--- config.mk ---
export PLATFORM = sky130hd
export DESIGN_NAME = sigma_delta_adc_scan_ctrl
export DESIGN_NICKNAME = d
export VERILOG_FILES = /design/src/rtl/sigma_delta_adc_scan_ctrl.sv
export SDC_FILE = /design/constraint.sdc
export NUM_CORES = 1
export LEC_CHECK = 0
export ABC_AREA = 1
export BUFFER_PORTS_ARGS = -buffer_cell sky130_fd_sc_hd__buf_4
export CORE_UTILIZATION = 45
export DETAILED_ROUTE_END_ITERATION = 8
export PLACE_DENSITY = 0.74
export SYNTH_ARGS = -nofsm -noshare
export SYNTH_HDL_FRONTEND = slang
export SYNTH_SLANG_ARGS = --single-unit
--- constraint.sdc ---
create_clock -name clk -period 1.7 [get_ports clk]
set_input_delay 0.17 -clock clk [delete_from_list [all_inputs] [get_ports clk]]
set_output_delay 0.17 -clock clk [all_outputs]
set_load 0.02 [all_outputs]
--- src/rtl/sigma_delta_adc_scan_ctrl.sv ---
// sigma_delta_adc_scan_ctrl: scans NCH channels through one shared decimator (SD_SCAN_AVG_EN averages 2**AVG_LOG2 samples)
module sigma_delta_adc_scan_ctrl #(
  parameter int NCH = 4,
  parameter int WDTH = 22,
  parameter int DISCARD = 2,
  parameter int AVG_LOG2 = 2,
  localparam int CW = (NCH > 1) ? $clog2(NCH) : 1
) (
  input  logic            clk,
  input  logic            rst,
  input  logic            start,
  input  logic            stop,
  input  logic            continuous,
  input  logic [NCH-1:0]  chan_mask,
  output logic [CW-1:0]   chan_sel,
  output logic            dec_clr,
  input  logic [WDTH-1:0] dec_data,
  input  logic            dec_valid,
  output logic [WDTH-1:0] out_data,
  output logic [CW-1:0]   out_chan,
  output logic            out_valid,
  input  logic            out_ready,
  output logic            busy
);
  localparam int SW = (DISCARD > 0) ? $clog2(DISCARD + 1) : 1;
  typedef enum logic [2:0] {IDLE, SWITCH, SETTLE, CAPTURE, HOLD} state_t;
  state_t state, state_n;
  logic [NCH-1:0] mask_r, mask_n;
  logic [CW-1:0] sel_n, lo_new, lo_hi;
  logic has_hi, done, settle_last;
  logic [SW-1:0] settle_cnt;
  logic [WDTH-1:0] cap_data;
`ifdef SD_SCAN_AVG_EN
  localparam int AW = WDTH + AVG_LOG2;
  logic [AW-1:0] acc, acc_sum;
  logic [AVG_LOG2:0] avg_cnt;
  assign acc_sum = acc + AW'(dec_data);
  assign done = dec_valid && (int'(avg_cnt) == (1 << AVG_LOG2) - 1);
  assign cap_data = WDTH'(acc_sum >> AVG_LOG2);
  always_ff @(posedge clk or posedge rst)
    if (rst) begin
      acc <= '0;
      avg_cnt <= '0;
    end else begin
      acc <= (state != CAPTURE) ? '0 : dec_valid ? acc_sum : acc;
      avg_cnt <= (state != CAPTURE) ? '0 : dec_valid ? avg_cnt + 1 : avg_cnt;
    end
`else
  logic unused_avg;
  assign unused_avg = ^AVG_LOG2;
  assign done = dec_valid;
  assign cap_data = dec_data;
`endif
  assign busy = state != IDLE;
  assign dec_clr = state == SWITCH;
  assign out_valid = state == HOLD;
  assign settle_last = dec_valid && (int'(settle_cnt) == DISCARD - 1);
  // lowest enabled bit of the live mask, and next enabled bit above the current channel
  always_comb begin
    lo_new = '0;
    lo_hi = '0;
    has_hi = 1'b0;
    for (int i = NCH - 1; i >= 0; i--) begin
      if (chan_mask[i]) lo_new = CW'(i);
      if (mask_r[i] && i > int'(chan_sel)) begin
        lo_hi = CW'(i);
        has_hi = 1'b1;
      end
    end
  end
  always_comb begin
    state_n = state;
    sel_n = chan_sel;
    mask_n = mask_r;
    case (state)
      IDLE: if (!stop && start && |chan_mask) begin
        state_n = SWITCH;
        mask_n = chan_mask;
        sel_n = lo_new;
      end
      SWITCH: state_n = stop ? IDLE : (DISCARD == 0) ? CAPTURE : SETTLE;
      SETTLE: state_n = stop ? IDLE : settle_last ? CAPTURE : SETTLE;
      CAPTURE: state_n = stop ? IDLE : done ? HOLD : CAPTURE;
      HOLD: if (out_ready) begin
        state_n = (has_hi || (continuous && |chan_mask)) ? SWITCH : IDLE;
        sel_n = has_hi ? lo_hi : (continuous && |chan_mask) ? lo_new : chan_sel;
        mask_n = (!has_hi && continuous) ? chan_mask : mask_r;
        if (stop) state_n = IDLE;
      end else if (stop) state_n = IDLE;
      default: state_n = IDLE;
    endcase
  end
  always_ff @(posedge clk or posedge rst)
    if (rst) state <= IDLE;
    else state <= state_n;
  always_ff @(posedge clk or posedge rst)
    if (rst) begin
      chan_sel <= '0;
      mask_r <= '0;
      settle_cnt <= '0;
      out_data <= '0;
      out_chan <= '0;
    end else begin
      chan_sel <= sel_n;
      mask_r <= mask_n;
      settle_cnt <= (state == SWITCH) ? '0 : (state == SETTLE && dec_valid) ? settle_cnt + 1 : settle_cnt;
      if (state == CAPTURE && done) begin
        out_data <= cap_data;
        out_chan <= chan_sel;
      end
    end
endmodule

==> results of run 1 <==
==> repair_timing <==
| action | in CTS | in global routing |
|---|---|---|
| hold buffers | 1 | 0 |
| buffers inserted | 0 | 0 |
| hold endpoints to repair | 34 | 0 |
| endpoints found under the setup margin | 0 | 0 |
| resized for setup | 0 | 0 |
==> per-stage QoR <==
stage	utilization (%)	instances
2_1_floorplan	-	156
3_3_place_gp	62.57	262
3_5_place_dp	62.57	262
4_1_cts	64.27	270
5_1_grt	64.27	270
6_report	64.27	270
==> Yosys cell counts <==
cell      number  area [sq um]
o21ai_1        1         5.000
o31ai_1        1         7.510
nand3_1        9         45.04
buf_6          2         22.52
nor2_1        13         48.80
inv_1         14         52.55
mux2_2         6         67.56
nand2_1       41         153.9
nand2_4        1         11.26
mux2_4        16         240.2
o211ai_1       1         7.510
ha_1           1         12.51
o21ai_0        5         25.02
dfrtp_1       34         850.8
nand4_1        3         18.77
inv_2          2         7.510
a21oi_1        2         10.01
nand3_2        1         10.01
nand2_2        2         12.51
nor2_4         1         11.26
==> layer usage <==
layer	share of wire (%)	global-route usage, %	vias up
met5	0	0	-
met4	2.0	9.524	0
met3	9.2	5.383	7
met2	44	25.84	53
met1	45	21.64	582
li1	-	-	643
==> where the power goes <==
part / internal [W] / total, W / leakage, nW / switching (W)
logic: 0.000931 / 0.00188 / 0.741 / 0.000944
registers: 0.00118 / 0.00142 / 0.427 / 0.000239
clock network: 0.000148 / 0.000407 / 0.0308 / 0.000259
total: 0.00226 / 0.00370 / 1.20 / 0.00144
==> worst max-delay path by stage <==
stage,start,endpoint,cells past startpoint,slack [ns]
after detailed placement,state[2],out_data[17],5,0.29
after CTS,state[0],busy,5,0.12
after global placement,state[2],out_data[14],5,0.32
after global routing,state[0],busy,5,0.01
final,state[0],busy,5,0.12
after floorplan,state[0],chan_sel[1],8,0.38
==> state kept, by name (all words and copies together) (netlist names) <==
name	flops
out_data	22
mask_r	3
state	3
chan_sel	2
out_chan	2
settle_cnt	2
==> cell families after synthesis <==
kind of cell	count (synthesis)	share of synthesized area [%]
simple gates	71	19.23
compound gates	10	3.398
flops	34	52.51
fa+ha+maj	1	0.7721
buf+inv	18	5.097
mux	22	19.00
==> area by class of cell <==
| cell class | instances | area, sq um |
|---|---|---|
| fillers | 286 | 1211 |
| well taps | 46 | 57.56 |
| clock buffers | 5 | 37.54 |
| clock inverters | 2 | 10.01 |
| multi-input cells | 104 | 686.9 |
| repair buffers | 63 | 475.5 |
| flip-flops and latches | 34 | 850.8 |
| inverters | 16 | 60.06 |
==> results.yml, run 1 <==
final_layout:
  num_antenna_cells: 0
  mostFrequentLayoutCell: "buf_4"
  fin_area_sq_um: 2178
  final_net_count: 258
  areaGrowthSynthToFinish_pct: 34.44
  layout_common_cells: "62 x buf_4, 41 x nand2_1, 34 x dfrtp_1"
  layout-drive-gt1-share_pct: 43.75
sta:
  hold_violations: 0
  rsz0062_at_grt: "false"
  setup-tns-final_ns: 0
  fmax_mhz: 634.8
  slew_viol_final: 0
  setup_ws_ns: 0.1246
  whs_ns: 0.05564
  finClkSkew_ns: 0.003118
  finalSetupViolations: 0
  period_minus_slack_ns: 1.575
  max_slew_margin_pct: 72.34
  tightest_slew_ns: 0.4149
  min_period_over_period_pct: 92.67
worst_hold_path:
  holdCritStartpoint: "dec_data[21]"
  worstHoldPathCells: 2
  hp-class: "input port to flip-flop"
  holdPathEnd: "out_data[21]"
setup_path:
  cp.required_ns: 1.53
  crit_family: "flip-flops"
  arrival_ns: 1.41
  crit_buf_inv: 3
  crit_path_max_fanout: 4
  crit_chain: "inv_1, nand2_2, nor2_1, inv_1, buf_4"
  r2r_end: "out_data[10]"
  cpPeakStageDelay_ns: 0.44
  crit_path_top_delay_cell: "dfrtp_1"
  r2r_slack_ns: 0.29
  critPathLaunchType: "flip-flop"
  r2r-start: "state[2]"
  path_class: "flip-flop to output port"
  crit_path_end_kind: "output port"
  critPathMostFrequentCell: "inv_1"
  reg2reg_depth: 5
grt:
  grt_pass1_wl_um: 4650
  track_usage_pct: 17.08
  gr-total-overflow: 0
  grt_max_degree: 35
  grt_pass1_vias: 1129
  antenna_found_initial: 0
power:
  power_density_nw_per_um2: 1700
  power.total_w: 0.003702
  peakVddDrop_uv: 623.5
  p_leak_nw: 1.199
die:
  initial_core_util_pct: 47.80
  row_count: 21
  ioPinCount: 62
  die_w_um: 62.01
  dieArea_sq_um: 3845
  coreArea_sq_um: 3390
  dieHeight_um: 62.01
place:
  post-place-ws_ns: 0.2947
  routabilityCongestion: 0.8371
  place_area_sq_um: 2121
  post-dp-hpwl_um: 2269
  port-buffer-count: 61
yosys:
  syn_area_sq_um: 1620
  syn_nets: 190
  netlist_instances: 156
  ys_warn_count: 0
  yosysSeqAreaShare_pct: 52.51
  yosys_register_bits: 34
  yosys.cell_types.count: 20
  avgSynthCellArea_sq_um: 10.39
route:
  via_per_inst: 4.759
  num_vias: 1285
  routedWlPerCell_um: 11.41
  first_pass_iters: 4
  drtAntennaViolNets: 0
  routed_wl_um: 3082
  first_iter_violations: 54
  drc: 0
clock_tree:
  cts.root.buffer_cell: "clkbuf_4"
  clkLatencyLatePin_ns: 0.34
  cts.sinks: 34
  clock_path_buffers: 2
  cts_htree_levels: 2
  cts-buffers-inserted: 5
  clk_pin_slew_worst_paths_ns: 0.10
  cts_tree: "done"
run:
  maxCapViolCount: 0
status:
  status: "completed"
(Power assumes the default switching activity.)
==> run 2: changes to the inputs <==
==> constraint.sdc (replaced) <==
create_clock -name clk -period 1.7 [get_ports clk]
set_input_delay 0.085 -clock clk [delete_from_list [all_inputs] [get_ports clk]]
set_output_delay 0.085 -clock clk [all_outputs]
set_load 0.02 [all_outputs]
==> run 2 against run 1 <==
Net effect: first-iteration DRC count decreased by 15%; fmax increased by 6.3%; die area unchanged; critical endpoint unchanged.
==> results.yml, run 2 (same netlist as run 1, synthesis figures left out) <==
clock_tree:
  clk_pin_slew_worst_paths_ns: 0.10
  cts_resized: 0
  cts.root.buffer_cell: "clkbuf_4"
  cts_hold_buf: 25
  clock_path_buffers: 2
  cts_tree: "done"
  cts_setup_buffers: 0
  clkLatencyLatePin_ns: 0.33
  cts_htree_levels: 2
  cts.sinks: 34
  cts-buffers-inserted: 5
setup_path:
  path_class: "flip-flop to output port"
  crit_path_top_delay_cell: "dfrtp_1"
  cp.required_ns: 1.62
  critPathLaunchType: "flip-flop"
  cpPeakStageDelay_ns: 0.43
  crit_chain: "inv_1, nand2_2, nor2_1, inv_1, buf_4"
  r2r_slack_ns: 0.27
  crit_family: "flip-flops"
  crit_path_end_kind: "output port"
  crit_path_max_fanout: 4
  crit_buf_inv: 3
  critPathMostFrequentCell: "inv_1"
  arrival_ns: 1.40
sta:
  period_minus_slack_ns: 1.482
  finClkSkew_ns: 0.009761
  finalSetupViolations: 0
  max_slew_margin_pct: 71.82
  min_period_over_period_pct: 87.16
  slew_viol_final: 0
  rsz0062_at_grt: "false"
  fmax_mhz: 674.9
  hold_violations: 0
  tightest_slew_ns: 0.4227
  setup_ws_ns: 0.2184
  setup-tns-final_ns: 0
  whs_ns: 0.01596
place:
  post-place-ws_ns: 0.2947
  routabilityCongestion: 0.8371
  post-dp-hpwl_um: 2269
  port-buffer-count: 61
power:
  power_density_nw_per_um2: 1581
  p_sw_w: 0.001526
  swShare_pct: 39.92
  p_clk_share_pct: 10.9
  power_frac_comb_pct: 51.3
  intPower_w: 0.002297
  p_seq_share_pct: 37.8
  p_leak_nw: 1.299
  peakVddDrop_uv: 681.0
grt:
  grt_max_degree: 35
  antenna_found_initial: 0
  grt_pass1_vias: 1337
  grt_pass1_wl_um: 5989
  gr-total-overflow: 0
  track_usage_pct: 22.29
die:
  ioPinCount: 62
  die_w_um: 62.01
  row_count: 21
  coreArea_sq_um: 3390
  initial_core_util_pct: 47.80
  dieHeight_um: 62.01
  dieArea_sq_um: 3845
final_layout:
  final_net_count: 282
  finish.utilization_pct: 71.35
  multi_input_area_sq_um: 686.9
  fill_cells: 243
  layout_common_cells: "62 x buf_4, 41 x nand2_1, 34 x dfrtp_1"
  num_antenna_cells: 0
  regArea_sq_um: 850.8
  regMostFlops: "out_data"
  areaGrowthSynthToFinish_pct: 49.27
  reg.largest.list: "out_data (22), mask_r (3), state (3)"
  largest_reg_flops: 22
  mostFrequentLayoutCell: "buf_4"
  layout-drive-gt1-share_pct: 39.52
status:
  status: "completed"
worst_hold_path:
  hp-class: "input port to flip-flop"
route:
  via_per_inst: 4.714
  first_iter_violations: 46
  routedWlPerCell_um: 13.77
  routed_wl_um: 4047
  drc: 0
  num_vias: 1386
  drtAntennaViolNets: 0
  first_pass_iters: 4
run:
  maxCapViolCount: 0
run 2: cell count changes in the layout (fill, tap and decap cells not counted), sizes merged:
cell         delta
dlygate4sd3    +24
run 2: power by group through the flow:
stage | registers [W] | logic, W | clock network, W
floorplan | 0.00177 | 0.000827 | 0
global placement | 0.00143 | 0.00186 | 0
detailed placement | 0.00144 | 0.00189 | 0
CTS | 0.00142 | 0.00194 | 0.000423
global route | 0.00150 | 0.00213 | 0.000457
finish | 0.00145 | 0.00196 | 0.000417
run 2: worst reg2reg max path, stage by stage, from the launching register on:
cell	delay, ns
dfrtp_1	0.41
inv_2	0.12
nand3_2	0.08
inv_2	0.09
nand2_4	0.24
mux2_4	0.38
run 2: area by class of cell:
cell class	count	area share (%)
Sequential cell	34	35.18
Timing Repair Buffer	87	29.59
Multi-Input combinational cell	104	28.40
Inverter	16	2.483
Tap cell	46	2.380
Clock buffer	5	1.552
Clock inverter	2	0.4139
run 2: routing by layer:
metal | GRT usage, % | vias to the layer above | wire length, um
met2 | 36.47 | 55 | 1888
met3 | 7.246 | 12 | 294
li1 | - | 687 | -
met5 | 0 | - | 0
met1 | 26.43 | 632 | 1745
met4 | 10.79 | 0 | 119
run 2: worst paths after layout:
path                              startpoint            to  depth (start not counted)
worst max-delay path                state[0]          busy                          5
worst min-delay path            chan_mask[3]     mask_r[3]                          3
worst max register to register      state[2]  out_data[10]                          5
worst min register to register     mask_r[1]     mask_r[1]                          2
max in group asynchronous                rst     mask_r[3]                          4
min in group asynchronous                rst  out_data[18]                          4
run 2: stage by stage:
step | total power, W | instance area [sq um] | cells
2_1_floorplan | 0.002599 | 1620 | 156
3_3_place_gp | 0.003288 | 2121 | 262
3_5_place_dp | 0.003323 | 2121 | 262
4_1_cts | 0.003789 | 2419 | 294
5_1_grt | 0.004080 | 2419 | 294
6_report | 0.003823 | 2419 | 294
==> run 3: changes to the inputs <==
--- a/config.mk
+++ b/config.mk
@@ -5,11 +5,10 @@
 export SDC_FILE = /design/constraint.sdc
 export NUM_CORES = 1
 export LEC_CHECK = 0
-export ABC_AREA = 1
 export BUFFER_PORTS_ARGS = -buffer_cell sky130_fd_sc_hd__buf_4
 export CORE_UTILIZATION = 45
 export DETAILED_ROUTE_END_ITERATION = 8
-export PLACE_DENSITY = 0.74
+export PLACE_DENSITY = 0.75
 export SYNTH_ARGS = -nofsm -noshare
 export SYNTH_HDL_FRONTEND = slang
 export SYNTH_SLANG_ARGS = --single-unit
==> run 3 against run 2 <==
Net effect: synthesized area shrank 1.9%; clock power grew 38%; combinational power shrank 44%; clock skew shrank 0.0017 ns; largest cell class unchanged; flip-flop and latch count is the same; non-clock buffer count grew 4; core utilization grew 1.9 points; total power shrank 25%; largest power group is now sequential cells; die area shrank 1.9%; global-route usage shrank 1.3 points.
==> results.yml, run 3 <==
run:
  maxCapViolCount: 0
clock_tree:
  clock_path_buffers: 2
  cts_setup_buffers: 0
  cts_htree_levels: 2
  clkLatencyLatePin_ns: 0.34
  cts.sinks: 34
  clk_pin_slew_worst_paths_ns: 0.10
  cts_tree: "done"
  cts-buffers-inserted: 5
  cts.root.buffer_cell: "clkbuf_4"
die:
  ioPinCount: 62
  dieHeight_um: 61.43
  coreArea_sq_um: 3363
  die_w_um: 61.43
  row_count: 21
  dieArea_sq_um: 3773
  initial_core_util_pct: 47.25
power:
  swShare_pct: 33.60
  intPower_w: 0.001898
  power.total_w: 0.002858
  power_frac_comb_pct: 38.0
  power_density_nw_per_um2: 1160
  p_seq_share_pct: 41.8
  p_sw_w: 0.0009603
  p_clk_share_pct: 20.2
  peakVddDrop_uv: 759.6
  p_leak_nw: 1.254
yosys:
  synthArstFlopShare_pct: 100.0
  synth_top_area_cell: "dfrtp_1"
  synth_common_cells: "34 x dfrtp_1, 19 x mux2_1, 7 x nand2_1"
  yosys_register_bits: 34
  synth_area_leaders: "dfrtp_1 54%, mux2_1 13%, mux2_2 4.3%"
  synth-edff-count: 0
  synth_flop_cell: "dfrtp_1"
  synth_top_area_share_pct: 53.54
  netlist_instances: 128
  yosysSeqAreaShare_pct: 53.54
  syn_area_sq_um: 1589
  yosys.cell_types.count: 40
  avgSynthCellArea_sq_um: 12.41
  yosysMostFrequentCell: "dfrtp_1"
  ys_warn_count: 0
  syn_nets: 162
status:
  status: "completed"
grt:
  track_usage_pct: 21.00
  gr-total-overflow: 0
  grt_max_degree: 35
  antenna_found_initial: 0
  grt_pass1_wl_um: 5533
  grt_pass1_vias: 1313
place:
  post-dp-hpwl_um: 2335
  dp.cells: 233
  port-buffer-count: 61
  routabilityCongestion: 0.8536
  post-place-ws_ns: 0.1226
final_layout:
  fill_cells: 247
  regArea_sq_um: 852.1
  layout_common_cells: "63 x buf_4, 33 x dfrtp_1, 27 x dlygate4sd3_1"
  num_antenna_cells: 0
  mostFrequentLayoutCell: "buf_4"
  multi_input_area_sq_um: 693.2
  areaGrowthSynthToFinish_pct: 55.04
  final_net_count: 255
  final_cells: 268
  reg.largest.list: "out_data (22), mask_r (3), state (3)"
  layout-drive-gt1-share_pct: 38.74
  largest_reg_flops: 22
  regMostFlops: "out_data"
sta:
  fmax_mhz: 644.7
  finClkSkew_ns: 0.008035
  whs_ns: 0.03546
  min_period_over_period_pct: 91.24
  finalSetupViolations: 0
  tightest_slew_ns: 0.4158
  hold_violations: 0
  max_slew_margin_pct: 72.28
  setup-tns-final_ns: 0
  rsz0062_at_grt: "false"
  slew_viol_final: 0
  period_minus_slack_ns: 1.551
  setup_ws_ns: 0.1490
setup_path:
  crit_chain: "and3_1, nand3_1, a21boi_2, mux2_1"
  crit_path_max_fanout: 14
  cp.required_ns: 1.93
  crit_path_top_delay_cell: "dfrtp_1"
  reg2reg_depth: 4
  cp_num_cells: 4
  crit_family: "flip-flops"
  arrival_ns: 1.78
  cpPeakStageDelay_ns: 0.56
  crit_path_end_kind: "flip-flop"
  critPathLaunchType: "flip-flop"
  crit_buf_inv: 0
  path_class: "flip-flop to flip-flop"
route:
  drc: 0
  first_iter_violations: 36
  routedWlPerCell_um: 13.44
  num_vias: 1334
  routed_wl_um: 3602
  first_pass_iters: 4
  drtAntennaViolNets: 0
  via_per_inst: 4.978
worst_hold_path:
  worstHoldPathCells: 3
  hp-class: "input port to flip-flop"
[run 3: power groups by stage]
stage	clock [W]	combinational (W)	sequential (W)
6_report	0.000577	0.00109	0.00119
5_1_grt	0.000633	0.00117	0.00123
4_1_cts	0.000595	0.00109	0.00119
3_5_place_dp	0	0.00104	0.00121
3_3_place_gp	0	0.00102	0.00119
2_1_floorplan	0	0.000332	0.00143
[run 3: timing repair]
item                       CTS  global route
hold buffers                26             1
setup endpoints to repair    1             2
hold endpoints to repair    60             1
gates cloned                 0             0
resized for setup            1             1
[run 3: layout make-up]
type	count	area share [%]
Sequential cell	34	34.59
Tap cell	46	2.336
Clock inverter	1	1.219
Inverter	6	0.9142
Clock buffer	7	1.828
Multi-Input combinational cell	83	28.14
Timing Repair Buffer	91	30.98
[run 3: kinds of logic (layout without fill, tap and decap cells)]
family                     Yosys count  in the layout  synth area share [%]
DFF                                 34             34                 53.54
and+or+nand+nor                     32             32                 13.07
muxes                               27             27                 19.29
AOI/OAI and AO/OA                   23             23                 10.16
buffers and inverters               11            105                 3.150
adders and majority gates            1              1                0.7873
[run 3: metrics by stage]
| step | util [%] | area, sq um |
|---|---|---|
| after floorplan | - | 1589 |
| after global placement | 62.80 | 2112 |
| after detailed placement | 62.80 | 2112 |
| after CTS | 72.92 | 2452 |
| after global routing | 73.25 | 2464 |
| final | 73.25 | 2464 |
[run 3: worst paths after layout]
check / slack, ns / end / start
worst max-delay path: 0.15 / mask_r[1] / state[2]
max in group asynchronous: 0.97 / state[0] / rst
worst min register to register: 0.50 / out_data[14] / out_data[14]
worst max register to register: 0.15 / mask_r[1] / state[2]
worst min-delay path: 0.04 / state[2] / out_ready
min in group asynchronous: 0.40 / out_data[19] / rst
[run 3: tightest hold or removal path, stage by stage]
cell and delay (ns):
buf_4 0.11, o21a_1 0.12, nor2_1 0.03
[run 3: metal layers]
layer  vias up  global-route usage [%]  share of wire (%)  routed length [um]
met2        50                   35.71                 52                1861
met5         -                       0                  0                   0
li1        650                       -                  -                   -
met4         0                   9.206                1.6                  59
met1       628                   23.17                 40                1448
met3         6                   8.613                6.5                 233
